[src/rtl/pe_array_ctrl.sv]
// Sequencer for a row-stationary PE array: loads filters and ifmaps, staggers MAC starts, slides the window.
// Optional PE_CTRL_PERF_EN adds a saturating stall counter output (stall_cnt_o).
module pe_array_ctrl #(
  parameter int NUM_ROWS     = 3,
  parameter int NUM_COLS     = 3,
  parameter int FILTER_W     = 3,
  parameter int NUM_OUT_COLS = 8,
  parameter int STAGGER      = 5,
  localparam int NUM_DIAGS   = NUM_ROWS + NUM_COLS - 1,
  localparam int OC_W        = $clog2(NUM_OUT_COLS + 1)
) (
  input  logic                 clk_i,
  input  logic                 rst_i,
  input  logic                 start_i,
  output logic                 busy_o,
  output logic                 done_o,
  input  logic                 filter_valid_i,
  output logic                 filter_ready_o,
  input  logic                 ifmap_valid_i,
  output logic                 ifmap_ready_o,
  output logic [NUM_ROWS-1:0]  read_new_filter_val_o,
  output logic [NUM_DIAGS-1:0] read_new_ifmap_val_o,
  output logic [NUM_ROWS-1:0]  start_conv_o,
  input  logic                 psum_valid_i,
  output logic [OC_W-1:0]      out_col_o
`ifdef PE_CTRL_PERF_EN
 ,output logic [31:0]          stall_cnt_o
`endif
);

  localparam int EW    = (FILTER_W  > 1) ? $clog2(FILTER_W)  : 1;
  localparam int RW    = (NUM_ROWS  > 1) ? $clog2(NUM_ROWS)  : 1;
  localparam int DW    = (NUM_DIAGS > 1) ? $clog2(NUM_DIAGS) : 1;
  localparam int T_MAX = (NUM_ROWS - 1) * STAGGER;
  localparam int TW    = (T_MAX > 0) ? $clog2(T_MAX + 1) : 1;

  typedef enum logic [2:0] {
    S_IDLE, S_LOAD_FILT, S_LOAD_IFMAP, S_COMPUTE, S_WAIT, S_SLIDE, S_DONE
  } state_e;

  state_e          state_q, state_d;
  logic [EW-1:0]   elem_q, elem_d;
  logic [RW-1:0]   row_q, row_d;
  logic [DW-1:0]   diag_q, diag_d;
  logic [TW-1:0]   t_q, t_d;
  logic [OC_W-1:0] out_col_q, out_col_d;
  logic            filt_xfer, ifm_xfer;

  assign filt_xfer = (state_q == S_LOAD_FILT) && filter_valid_i;
  assign ifm_xfer  = ((state_q == S_LOAD_IFMAP) || (state_q == S_SLIDE)) && ifmap_valid_i;

  always_ff @(posedge clk_i) begin
    if (rst_i) begin
      state_q   <= S_IDLE;
      elem_q    <= '0;
      row_q     <= '0;
      diag_q    <= '0;
      t_q       <= '0;
      out_col_q <= '0;
    end else begin
      state_q   <= state_d;
      elem_q    <= elem_d;
      row_q     <= row_d;
      diag_q    <= diag_d;
      t_q       <= t_d;
      out_col_q <= out_col_d;
    end
  end

  always_comb begin
    state_d   = state_q;
    elem_d    = elem_q;
    row_d     = row_q;
    diag_d    = diag_q;
    t_d       = t_q;
    out_col_d = out_col_q;
    case (state_q)
      S_IDLE: begin
        out_col_d = '0;
        if (start_i) begin
          state_d = S_LOAD_FILT;
          elem_d  = '0;
          row_d   = '0;
          diag_d  = '0;
          t_d     = '0;
        end
      end
      S_LOAD_FILT: begin
        if (filt_xfer) begin
          if (elem_q == EW'(FILTER_W - 1)) begin
            elem_d = '0;
            if (row_q == RW'(NUM_ROWS - 1)) begin
              row_d   = '0;
              state_d = S_LOAD_IFMAP;
            end else begin
              row_d = row_q + RW'(1);
            end
          end else begin
            elem_d = elem_q + EW'(1);
          end
        end
      end
      S_LOAD_IFMAP: begin
        if (ifm_xfer) begin
          if (elem_q == EW'(FILTER_W - 1)) begin
            elem_d = '0;
            if (diag_q == DW'(NUM_DIAGS - 1)) begin
              diag_d  = '0;
              t_d     = '0;
              state_d = S_COMPUTE;
            end else begin
              diag_d = diag_q + DW'(1);
            end
          end else begin
            elem_d = elem_q + EW'(1);
          end
        end
      end
      S_COMPUTE: begin
        if (t_q == TW'(T_MAX)) begin
          t_d     = '0;
          state_d = S_WAIT;
        end else begin
          t_d = t_q + TW'(1);
        end
      end
      S_WAIT: begin
        if (psum_valid_i) begin
          out_col_d = out_col_q + OC_W'(1);
          state_d   = (out_col_d == OC_W'(NUM_OUT_COLS)) ? S_DONE : S_SLIDE;
        end
      end
      S_SLIDE: begin
        // One new ifmap element per diagonal shifts the window by one column.
        if (ifm_xfer) begin
          if (diag_q == DW'(NUM_DIAGS - 1)) begin
            diag_d  = '0;
            t_d     = '0;
            state_d = S_COMPUTE;
          end else begin
            diag_d = diag_q + DW'(1);
          end
        end
      end
      S_DONE: begin
        out_col_d = '0;
        state_d   = S_IDLE;
      end
      default: state_d = S_IDLE;
    endcase
  end

  always_comb begin
    busy_o                = (state_q != S_IDLE);
    done_o                = (state_q == S_DONE);
    filter_ready_o        = (state_q == S_LOAD_FILT);
    ifmap_ready_o         = (state_q == S_LOAD_IFMAP) || (state_q == S_SLIDE);
    read_new_filter_val_o = '0;
    read_new_ifmap_val_o  = '0;
    start_conv_o          = '0;
    if (filt_xfer) read_new_filter_val_o[row_q] = 1'b1;
    if (ifm_xfer)  read_new_ifmap_val_o[diag_q] = 1'b1;
    // Staggered starts let each row's psum arrive as the row below begins.
    if (state_q == S_COMPUTE) begin
      for (int r = 0; r < NUM_ROWS; r++) begin
        start_conv_o[r] = (t_q == TW'(r * STAGGER));
      end
    end
  end

  assign out_col_o = out_col_q;

`ifdef PE_CTRL_PERF_EN
  logic [31:0] stall_cnt_q, stall_cnt_d;
  logic        stall_c;

  assign stall_c = (filter_ready_o && !filter_valid_i) || (ifmap_ready_o && !ifmap_valid_i);

  always_comb begin
    stall_cnt_d = stall_cnt_q;
    if ((state_q == S_IDLE) && start_i) begin
      stall_cnt_d = '0;
    end else if (stall_c && (stall_cnt_q != 32'hFFFF_FFFF)) begin
      stall_cnt_d = stall_cnt_q + 32'd1;
    end
  end

  always_ff @(posedge clk_i) begin
    if (rst_i) stall_cnt_q <= '0;
    else       stall_cnt_q <= stall_cnt_d;
  end

  assign stall_cnt_o = stall_cnt_q;
`endif

endmodule

[config.mk]
export PLATFORM = sky130hd
export DESIGN_NAME = pe_array_ctrl
export DESIGN_NICKNAME = d
export VERILOG_FILES = /design/src/rtl/pe_array_ctrl.sv
export SDC_FILE = /design/constraint.sdc
export NUM_CORES = 1
export LEC_CHECK = 0
export ABC_AREA = 1
export ABC_CLOCK_PERIOD_IN_PS = 2100
export CAP_MARGIN = 20
export CORE_ASPECT_RATIO = 2
export CORE_MARGIN = 2
export CORE_UTILIZATION = 51
export DETAILED_ROUTE_END_ITERATION = 6
export GPL_TIMING_DRIVEN = 0
export PLACE_DENSITY = 0.8
export SLEW_MARGIN = 20
export SYNTH_ARGS = -nofsm -noshare
export SYNTH_HDL_FRONTEND = slang
export SYNTH_SLANG_ARGS = --single-unit
[constraint.sdc]
create_clock -name clk_i -period 2.1 [get_ports clk_i]
set_clock_uncertainty 0.15 [all_clocks]
set_input_delay 0.42 -clock clk_i [delete_from_list [all_inputs] [get_ports clk_i]]
set_output_delay 0.42 -clock clk_i [all_outputs]
set_load 0.02 [all_outputs]
# After elaboration in Yosys (flattened, before gate mapping)

Cells that the tools add are included.

Add/sub/neg operators: 5
Magnitude comparators: 4
Equality and inequality tests: 21
Mux-type cells: 43
Reduce and logical (&&, ||, !) cells: 20

Operator list:

| cell                | number |
|---|---|
| $mux 3              | 17 |
| $mux 4              | 7 |
| $pmux 3 s6          | 1 |
| $mux 2              | 8 |
| $pmux 4 s4          | 1 |
| $eq 3x3->1 const B  | 4 |
| $ne 2x2->1 const B  | 5 |
| $reduce_and 5->1    | 2 |
| $pmux 3 s3          | 1 |
| $reduce_and 9->1    | 1 |
| $reduce_bool 3->1   | 3 |
| $add 4x1->4 const B | 2 |
| $eq 4x4->1 const B  | 2 |
| $ne 2x1->1 const B  | 4 |
| $pmux 4 s2          | 1 |
| $reduce_and 4->1    | 2 |
| $eq 3x2->1 const B  | 2 |
| $pmux 2 s3          | 1 |
| $mux 5              | 1 |
| $add 2x1->2 const B | 2 |
| $eq 2x2->1 const B  | 2 |
| $eq 4x3->1 const B  | 1 |
| $logic_and 1x1->1   | 4 |
| $logic_not 4->1     | 1 |
| 16 further kinds    | 18 |

Register bits after elaboration: 18
Input port bits: 6
Output and inout bits: 19
Word-level logic and storage cells: 99

# Logic depth before layout (Yosys ltp)

Gate-level depths: netlist of run 1.

Word-level depth: 5
Mapped depth: 10
Depth with buffers taken out: 10

# Least setup slack after synthesis of run 1

No wires, ideal clock.

Path type: register -> output
Start: reg state_q[1]
End: out start_conv_o[1]
Arrival: 1.464 ns
Required time: 1.530 ns
Setup slack: 0.066 ns
Stages on the path, launching flop included: 5
Path buffers: 0
Cell sequence: dfxtp_1 -> nand2_1 -> nor2_4 -> inv_1 -> nor4_1

Cells in the longest elaborated chain, start to end: 2

Ends and longest elaborated chain:

| what                   | RTL line | text |
|---|---|---|
| from (decl)            | 41       | `state_e state_q, state_d;` |
| from (signal assigned) | 61       | `state_q <= state_d;` |
| $eq 3x2->1             | 164      | `if (state_q == S_COMPUTE) begin` |
| $mux 3                 | 164      |  |
| to (decl)              | 23       | `output logic [NUM_ROWS-1:0] start_conv_o,` |

No other way between the ends.

# Final worst setup path of run 1

Start: reg state_q[1]
End: out read_new_ifmap_val_o[1]

Cells in the longest elaborated chain, start to end: 4
Elaborated cells on any way between the ends: 5
Those cells by class: eq/ne (2); mux (1); reduce/logical (2)

Ends and longest elaborated chain:

| what                                     | RTL line | text |
|---|---|---|
| $eq 3x2->1 or $eq 3x3->1 (tied branches) | 50       | `assign ifm_xfer = ((state_q == S_LOAD_IFMAP) \|\| (state_q == S_SLIDE)) && ifmap_valid_i;` |
| $logic_or 1x1->1 (*)                     | 50       |  |
| $logic_and 1x1->1 (*)                    | 50       |  |
| $mux 5 (*)                               | 162      | `if (ifm_xfer) read_new_ifmap_val_o[diag_q] = 1'b1;` |
| to (decl)                                | 22       | `output logic [NUM_DIAGS-1:0] read_new_ifmap_val_o,` |

Every way passes the cells marked *; elsewhere a longest branch is shown, timed or not.

==> flow_metrics.tcl, run 1 <==
set metrics [dict create \
    outcome "finished clean" \
    start_util_pct 53.1 \
    cts-root-buf "clkbuf_8" \
    netSwitchingFraction_pct 50.7 \
    cts_max_path_buffers 2 \
    gp_congestion 0.899 \
    p_leak_nw 0.757 \
    coreArea_um2 2500 \
    layout_common_cells "40 x nand2_1, 20 x nor2_1, 19 x inv_1, 16 x dfxtp_1, 14 x a21oi_1" \
    place.port_buffers 23 \
    p_int_mw 1.03 \
    yosysUniqueCellTypes 32 \
    grt.total_usage_pct 24.2 \
    drt_iter0_markers 32 \
    cts.clk_slew.worst_paths_ps 70 \
    hold_end "out_col_o[2]" \
    period_minus_slack_ps 2050 \
    grt_overflow 0 \
    finalCritPeriodShare_pct 97.7 \
    clock.fmax_ghz 0.487 \
    setup_viol 0 \
    fin_nets 244 \
    io_pins 25 \
    avgSynthCellArea_um2 6.75 \
    syn_to_final_growth_pct 29.3 \
    cp.arrival_ps 1480 \
    worstSetupEndpointType "output port" \
    rows 26 \
    grt_pass1_wl_um 5380 \
    die_area_um2 3060 \
    finalHoldViolations 0 \
    start_kind "register" \
    min_path_type "reg -> reg" \
    synth_nets 206 \
    setup_tns_ps 0 \
    required_ps 1530 \
    ys_seq_area_share_pct 27.1 \
    synthCells 197 \
    synth_area_leaders "dfxtp_1 27%, nand2_1 12%, inv_1 5.9%, nor2_1 5.6%, a21oi_1 5.3%" \
    netlist_area_um2 1330 \
    first_global_vias 1321 \
    synth_top_area_share_pct 27.1 \
    htree_levels 1 \
    hp-start "out_col_o[2]" \
    drv_slew 0 \
    cts_sinks 18 \
    max_slew.worst_pin.slew_ps 467 \
    cts_buffers 3 \
    worst-setup-path-type "reg -> out" \
    clock_power_share_pct 11.6 \
    holdBufCountCts 0 \
    r2r_start "state_q[2]" \
    cts_tree "done" \
    holdWs_ps 339 \
    r2r_slack_ps 380 \
    crit_family "simple AND/OR/NAND/NOR gates" \
    hold_depth 2 \
    rsz0062_at_grt "yes" \
    path_max_fanout 5 \
    p_comb_share_pct 63.4 \
    hpwl_um 2530 \
    post_drt_via_cell_ratio 5.63 \
    die_h_um 76.2 \
    diodes 0 \
    num_vias 1469 \
    cp_slowest_cell "dfxtp_4" \
    worst-r2r-cell-count 11 \
    pwr_density_cell_nw_per_um2 1210 \
    grt_max_degree 11 \
    max_slew_margin_pct 68.9 \
    pwr-share-seq_pct 25.0 \
    clk_latency_ps 260 \
    final_common_cell "nand2_1" \
    ys_warn_count 0 \
    drive_gt1_share_pct 28.8 \
    max_cap_viol_count 0 \
    synth.largest_area_cell "dfxtp_1" \
    wirelength_um 3530 \
    cp_num_buf_inv 4 \
    worstPathCellList "inv_6 > nor2_8 > nand2_4 > nand2_8 > inv_4 > nor2_4 > inv_2 > nor3_1 > buf_2" \
    p_sw_mw 1.05 \
    wl_per_cell_um 13.5 \
    drc 0 \
    die_w_um 40.1 \
    cpPeakStageDelay_ps 400 \
    first_pass_iters 4 \
    vdd_drop_max_uv 651 \
    yosys_register_bits 18 \
    antenna_found_initial 0 \
    reg2reg_to "state_q[2]" \
    ant_nets 0 \
]
[worst min-delay path, stage by stage (launching register included)]
cell     delay (ps)
dfxtp_1         340
inv_1            60
a21oi_1          50
[metrics by stage]
| stage | cells | utilization (%) | power (mW) | area, µm² | setup WS [ps] |
|---|---|---|---|---|---|
| floorplan | 197 | - | 1.42 | 1330 | 65.8 |
| global placement | 248 | 63.7 | 1.67 | 1600 | -354 |
| detailed placement | 248 | 63.7 | 1.72 | 1600 | -367 |
| CTS | 253 | 64.5 | 1.96 | 1620 | 2.37 |
| global route | 261 | 68.6 | 2.23 | 1720 | -23.0 |
| finish | 261 | 68.6 | 2.08 | 1720 | 48.6 |
[area by class of cell]
type | instances | area, µm²
plain buffers | 3 | 26.3
clock buffers | 3 | 41.3
fillers | 222 | 786
inverters | 26 | 113
multi-input cells | 150 | 888
flip-flops and latches | 18 | 365
well taps | 28 | 35.0
repair buffers | 33 | 250
[kinds of logic after synthesis]
logic type | count (synthesis) | synth area share, %
compound gates | 28 | 11.0
xor+xnor | 2 | 1.32
fa+ha+maj | 3 | 2.82
buf+inv | 29 | 9.69
flops | 18 | 27.1
simple gates | 117 | 48.1
[how the worst max path moves through the flow]
stage	start	end	slack, ps	depth (start not counted)
after CTS	state_q[1]	read_new_ifmap_val_o[4]	2	9
final	state_q[1]	read_new_ifmap_val_o[1]	50	9
after global placement	ifmap_valid_i	read_new_ifmap_val_o[4]	-350	6
after floorplan	state_q[1]	start_conv_o[1]	70	4
after detailed placement	ifmap_valid_i	read_new_ifmap_val_o[3]	-370	6
after global routing	state_q[1]	read_new_ifmap_val_o[3]	-20	9
[sequential cells by signal (all words and copies together) (netlist names)]
register,flops
row_q,2
state_q,3
elem_q,2
t_q,4
out_col_o,4
diag_q,3
[synth_stat cells]
library cell   n
nand3b_2       1
a21oi_2        1
nor2_2         5
nand3_2        4
ha_1           3
buf_6          2
inv_4          2
dfxtp_1       18
inv_2          3
nand3b_1       2
nor2_8         1
nand2_1       43
nor3_1         9
nand3_1       11
nor2_1        20
o211ai_1       1
or2_2          1
xor2_1         1
nand2_8        1
a21oi_1       14
nand2_4        2
nand2_2        5
o21ai_0        7
buf_1          1
o21ai_1        5
nand4_1        5
nand3_4        1
nor4_1         2
inv_1         21
nor3_2         1
xnor2_1        1
nor2_4         3
[power by group through the flow]
stage          clock network [mW]  registers (mW)  logic, mW
2_1_floorplan                   0           0.509      0.909
3_3_place_gp                    0           0.507       1.16
3_5_place_dp                    0           0.517       1.20
4_1_cts                     0.250           0.516       1.19
5_1_grt                     0.259           0.525       1.45
6_report                    0.241           0.519       1.32
[routing by layer]
| metal | track usage [%] | share of wire, % |
|---|---|---|
| met1 | 24.1 | 35 |
| met2 | 44.0 | 58 |
| met3 | 2.04 | 3.6 |
| met4 | 11.7 | 2.8 |
| met5 | 0 | 0 |
[what timing repair did]
item / in CTS / in global routing
cloned: 0 / 1
gates resized for setup: 55 / 21
endpoints found under the hold margin: 0 / 0
setup buffers: 2 / 7
endpoints found under the setup margin: 15 / 11
pin swaps: 0 / 6
Power figures use the tool's default switching activity.
==> inputs of run 2 (changes only) <==
--- a/config.mk
+++ b/config.mk
@@ -7,13 +7,13 @@
 export LEC_CHECK = 0
 export ABC_AREA = 1
 export ABC_CLOCK_PERIOD_IN_PS = 2100
-export CAP_MARGIN = 20
+export CAP_MARGIN = 10
 export CORE_ASPECT_RATIO = 2
 export CORE_MARGIN = 2
 export CORE_UTILIZATION = 51
 export DETAILED_ROUTE_END_ITERATION = 6
 export GPL_TIMING_DRIVEN = 0
-export PLACE_DENSITY = 0.8
+export PLACE_DENSITY = 0.84
 export SLEW_MARGIN = 20
 export SYNTH_ARGS = -nofsm -noshare
 export SYNTH_HDL_FRONTEND = slang
==> flow_metrics.tcl, run 2 (synthesis results as in run 1) <==
set metrics [dict create \
    die_h_um 76.2 \
    cp_slowest_cell "dfxtp_1" \
    clock.fmax_ghz 0.485 \
    critical_path.most_common_cell "inv_2" \
    max_cap_viol_count 0 \
    drive_gt1_share_pct 28.9 \
    met3_length_um 82 \
    period_minus_slack_ps 2060 \
    p_int_mw 1.07 \
    p_comb_share_pct 61.8 \
    reg2reg_to "state_q[1]" \
    cts_sinks 18 \
    place_area_um2 1600 \
    layout_common_cells "40 x nand2_1, 20 x inv_1, 20 x nor2_1, 15 x dfxtp_1, 14 x a21oi_1" \
    top_layer "met4" \
    start_util_pct 53.1 \
    grt_pass1_wl_um 5100 \
    cts-root-buf "clkbuf_8" \
    place.port_buffers 23 \
    coreArea_um2 2500 \
    holdBufCountCts 0 \
    finalInstanceArea_um2 1720 \
    finalHoldViolations 0 \
    wl_per_cell_um 12.8 \
    drv_slew 0 \
    wl_met1_um 1190 \
    setup_viol 0 \
    required_ps 1530 \
    holdWs_ps 340 \
    worst-r2r-cell-count 10 \
    outcome "finished clean" \
    setup.worst_path.end "read_new_ifmap_val_o[3]" \
    drt_iter0_markers 46 \
    worstPathCellList "buf_6 > nor2_8 > nand2_4 > nand2_8 > inv_2 > nor2_4 > inv_2 > nor3_1 > buf_2" \
    antenna_found_initial 0 \
    gp_congestion 0.866 \
    post_drt_via_cell_ratio 5.34 \
    clock_power_share_pct 14.3 \
    pwr_density_cell_nw_per_um2 1240 \
    die_area_um2 3060 \
    clk_latency_ps 270 \
    hpwl_um 2390 \
    rsz0062_at_grt "yes" \
    vdd_drop_max_uv 670 \
    num_vias 1389 \
    setup_tns_ps 0 \
    dr_wl_met2_um 1990 \
    path_max_fanout 10 \
    setup_ws_ps 37.1 \
    dp_worst_setup_slack_ps -357 \
    cts.clk_slew.worst_paths_ps 80 \
    max_slew.worst_pin.slew_ps 449 \
    netSwitchingFraction_pct 49.8 \
    diodes 0 \
    drc 0 \
    r2r_start "state_q[2]" \
    fin_nets 242 \
    min_path_type "reg -> reg" \
    die_w_um 40.1 \
    rows 26 \
    grt.total_usage_pct 23.1 \
    cts_max_path_buffers 2 \
    first_global_vias 1264 \
    syn_to_final_growth_pct 29.2 \
    r2r_slack_ps 400 \
    startpoint "state_q[0]" \
    io_pins 25 \
    p_sw_mw 1.06 \
    grt_max_degree 11 \
    wirelength_um 3340 \
    final_common_cell "nand2_1" \
    worstSetupEndpointType "output port" \
    cts_tree "done" \
    pwr-share-seq_pct 23.9 \
    p_leak_nw 0.754 \
    cpPeakStageDelay_ps 310 \
    cp.arrival_ps 1490 \
    grt_overflow 0 \
    p_total_mw 2.13 \
    htree_levels 1 \
    start_kind "register" \
    worst-setup-path-type "reg -> out" \
    cts_buffers 3 \
    ant_nets 0 \
    first_pass_iters 4 \
    hp-start "t_q[0]" \
    max_slew_margin_pct 70.1 \
    finalCritPeriodShare_pct 98.2 \
]
-- run 2: cell count changes in the layout (fill, tap and decap cells not counted), sizes merged --
| cell | before | now |
|---|---|---|
| buf | 23 | 21 |
| clkbuf | 4 | 5 |
| clkinv | 0 | 1 |
| inv | 26 | 25 |
-- run 2: how the worst min path moves through the flow --
stage / endpoint / slack (ps) / cells past startpoint
final: t_q[0] / 340 / 2
after global routing: t_q[0] / 360 / 2
after CTS: out_col_o[2] / 340 / 2
after detailed placement: out_col_o[2] / 330 / 2
after global placement: out_col_o[2] / 320 / 2
after floorplan: t_q[3] / 330 / 2
-- run 2: worst max-delay path, delay by kind of cell (launching register included) --
kind,cells,cell delay [ps]
buffers and inverters,4,430
AND/OR/NAND/NOR,5,480
flip-flops,1,310
-- run 2: cell type report --
type | instances | area, µm²
Multi-Input combinational cell | 150 | 885
Sequential cell | 18 | 367
Timing Repair Buffer | 31 | 238
Buffer | 3 | 26.3
Tap cell | 28 | 35.0
Clock buffer | 4 | 55.1
Fill cell | 227 | 787
Inverter | 26 | 113
-- run 2: per-layer routing --
layer | vias up | GRT usage, %
met5 | - | 0
met4 | 0 | 11.7
met3 | 5 | 1.75
met2 | 25 | 42.7
met1 | 644 | 22.2
li1 | 715 | -
-- run 2: repair_timing --
action,in CTS,in global routing
pin swaps,1,4
gates cloned,0,0
setup endpoints to repair,15,12
setup buffers,1,7
gates resized for setup,57,18
-- run 2: power groups by stage --
stage	combinational, mW	sequential [mW]	clock, mW
after global routing	1.43	0.522	0.318
final	1.31	0.508	0.305
after CTS	1.18	0.515	0.306
after detailed placement	1.19	0.516	0
after global placement	1.17	0.514	0
after floorplan	0.909	0.509	0
-- run 2: metrics by stage --
step           utilization, %  cells
2_1_floorplan               -    197
3_3_place_gp             63.7    248
3_5_place_dp             63.7    248
4_1_cts                  64.5    253
5_1_grt                  68.6    260
6_report                 68.6    260
==> inputs of run 3 (changes only) <==
--- a/config.mk
+++ b/config.mk
@@ -10,11 +10,11 @@
 export CAP_MARGIN = 10
 export CORE_ASPECT_RATIO = 2
 export CORE_MARGIN = 2
-export CORE_UTILIZATION = 51
+export CORE_UTILIZATION = 50
 export DETAILED_ROUTE_END_ITERATION = 6
 export GPL_TIMING_DRIVEN = 0
-export PLACE_DENSITY = 0.84
-export SLEW_MARGIN = 20
+export PLACE_DENSITY = 0.83
+export SLEW_MARGIN = 40
 export SYNTH_ARGS = -nofsm -noshare
 export SYNTH_HDL_FRONTEND = slang
 export SYNTH_SLANG_ARGS = --single-unit
==> flow_metrics.tcl, run 3 (synthesis results as in run 1) <==
set metrics [dict create \
    cts-root-buf "clkbuf_8" \
    htree_levels 1 \
    cts.clk_slew.worst_paths_ps 70 \
    setup_tns_ps 0 \
    first_pass_iters 4 \
    drt_iter0_markers 25 \
    grt.total_usage_pct 22.0 \
    cts_max_path_buffers 2 \
    diodes 0 \
    final_common_cell "nand2_1" \
    min_path_type "reg -> reg" \
    drc 0 \
    crit_family "simple AND/OR/NAND/NOR gates" \
    die_w_um 40.5 \
    worstPathCellList "buf_6 > nor2_8 > nand2_4 > nand2_8 > inv_6 > nor2_4 > inv_2 > nor3_2 > buf_4" \
    period_minus_slack_ps 2080 \
    first_global_vias 1286 \
    gp_congestion 0.824 \
    cp.arrival_ps 1510 \
    worst-setup-path-type "reg -> out" \
    hold_depth 2 \
    max_slew.worst_pin.slew_ps 438 \
    cp_slowest_cell "dfxtp_2" \
    final_util_pct 70.9 \
    pwr_density_cell_nw_per_um2 1220 \
    grt_overflow 0 \
    drv_slew 0 \
    start_util_pct 52.4 \
    setup_viol 0 \
    fin_nets 248 \
    worstSetupEndpointType "output port" \
    hold_end "out_col_o[2]" \
    wirelength_um 3520 \
    finalCritPeriodShare_pct 99.2 \
    layout_common_cells "40 x nand2_1, 21 x buf_4, 20 x nor2_1, 19 x inv_1, 16 x dfxtp_1" \
    p_total_mw 2.20 \
    vdd_drop_max_uv 607 \
    required_ps 1530 \
    fillCellCount 218 \
    r2r_start "state_q[0]" \
    wl_per_cell_um 13.2 \
    path_max_fanout 5 \
    hpwl_um 2420 \
    die_h_um 76.9 \
    max_cap_viol_count 0 \
    die_area_um2 3110 \
    grt_max_degree 11 \
    r2r_slack_ps 380 \
    rsz0062_at_grt "yes" \
    finalInstanceArea_um2 1800 \
    place_area_um2 1600 \
    holdBufCountCts 0 \
    drive_gt1_share_pct 31.9 \
    cts_tree "done" \
    finalHoldViolations 0 \
    max_slew_margin_pct 70.8 \
    ant_nets 0 \
    hp-start "out_col_o[2]" \
    clk_latency_ps 270 \
    placedCellCount 248 \
    reg2reg_to "state_q[2]" \
    rows 26 \
    cp_num_cells 9 \
    post_drt_via_cell_ratio 5.39 \
    worst-r2r-cell-count 11 \
    cts_sinks 18 \
    num_vias 1434 \
    cpPeakStageDelay_ps 330 \
    start_kind "register" \
    place.port_buffers 23 \
    coreArea_um2 2540 \
    clock.fmax_ghz 0.480 \
    antenna_found_initial 0 \
    layoutNonFillerInstCount 266 \
    cts_buffers 3 \
    outcome "finished clean" \
    io_pins 25 \
    cp_num_buf_inv 4 \
    p_leak_nw 0.789 \
    syn_to_final_growth_pct 35.2 \
    grt_pass1_wl_um 4980 \
]
-- run 3: how the worst max path moves through the flow --
stage,start,endpoint,slack [ps]
finish,state_q[0],read_new_ifmap_val_o[3],20
detailed placement,ifmap_valid_i,read_new_ifmap_val_o[4],-370
global route,state_q[0],read_new_ifmap_val_o[3],-60
floorplan,state_q[1],start_conv_o[1],70
global placement,ifmap_valid_i,read_new_ifmap_val_o[4],-360
CTS,state_q[0],start_conv_o[1],4
-- run 3: what timing repair did --
action / in CTS / in global routing
pin swaps: 1 / 9
cloned: 0 / 1
setup endpoints to repair: 15 / 11
buffers inserted: 2 / 11
resized for setup: 59 / 27
-- run 3: where the power goes --
| group | switching, mW | internal (mW) |
|---|---|---|
| sequential | 0.0868 | 0.430 |
| combinational | 0.873 | 0.516 |
| clock | 0.129 | 0.167 |
| total | 1.09 | 1.11 |
-- run 3: worst min-delay path, delay by kind of cell (launching register included) --
family | cells | cell delay (ps)
flip-flops | 1 | 340
buffers and inverters | 1 | 60
AO/OA/AOI/OAI | 1 | 50
-- run 3: metal layers --
layer / wire length, µm / global-route usage, % / up-vias
met5: 0 / 0 / -
met4: 158 / 9.67 / 0
met3: 75 / 0.867 / 17
met2: 2090 / 44.3 / 28
met1: 1200 / 18.2 / 656
li1: - / - / 733
-- run 3: layout make-up --
class | count | area, µm² | share of cell area (%)
Buffer | 3 | 26.3 | 1.46
Clock buffer | 4 | 55.1 | 3.06
Inverter | 26 | 113 | 6.26
Multi-Input combinational cell | 150 | 908 | 50.5
Sequential cell | 18 | 365 | 20.3
Tap cell | 28 | 35.0 | 1.95
Timing Repair Buffer | 37 | 295 | 16.4
-- run 3: per-stage QoR --
stage | worst slack (ps) | hold WS (ps)
2_1_floorplan | 65.8 | 328
3_3_place_gp | -362 | 322
3_5_place_dp | -367 | 317
4_1_cts | 3.60 | 330
5_1_grt | -57.1 | 371
6_report | 17.5 | 331
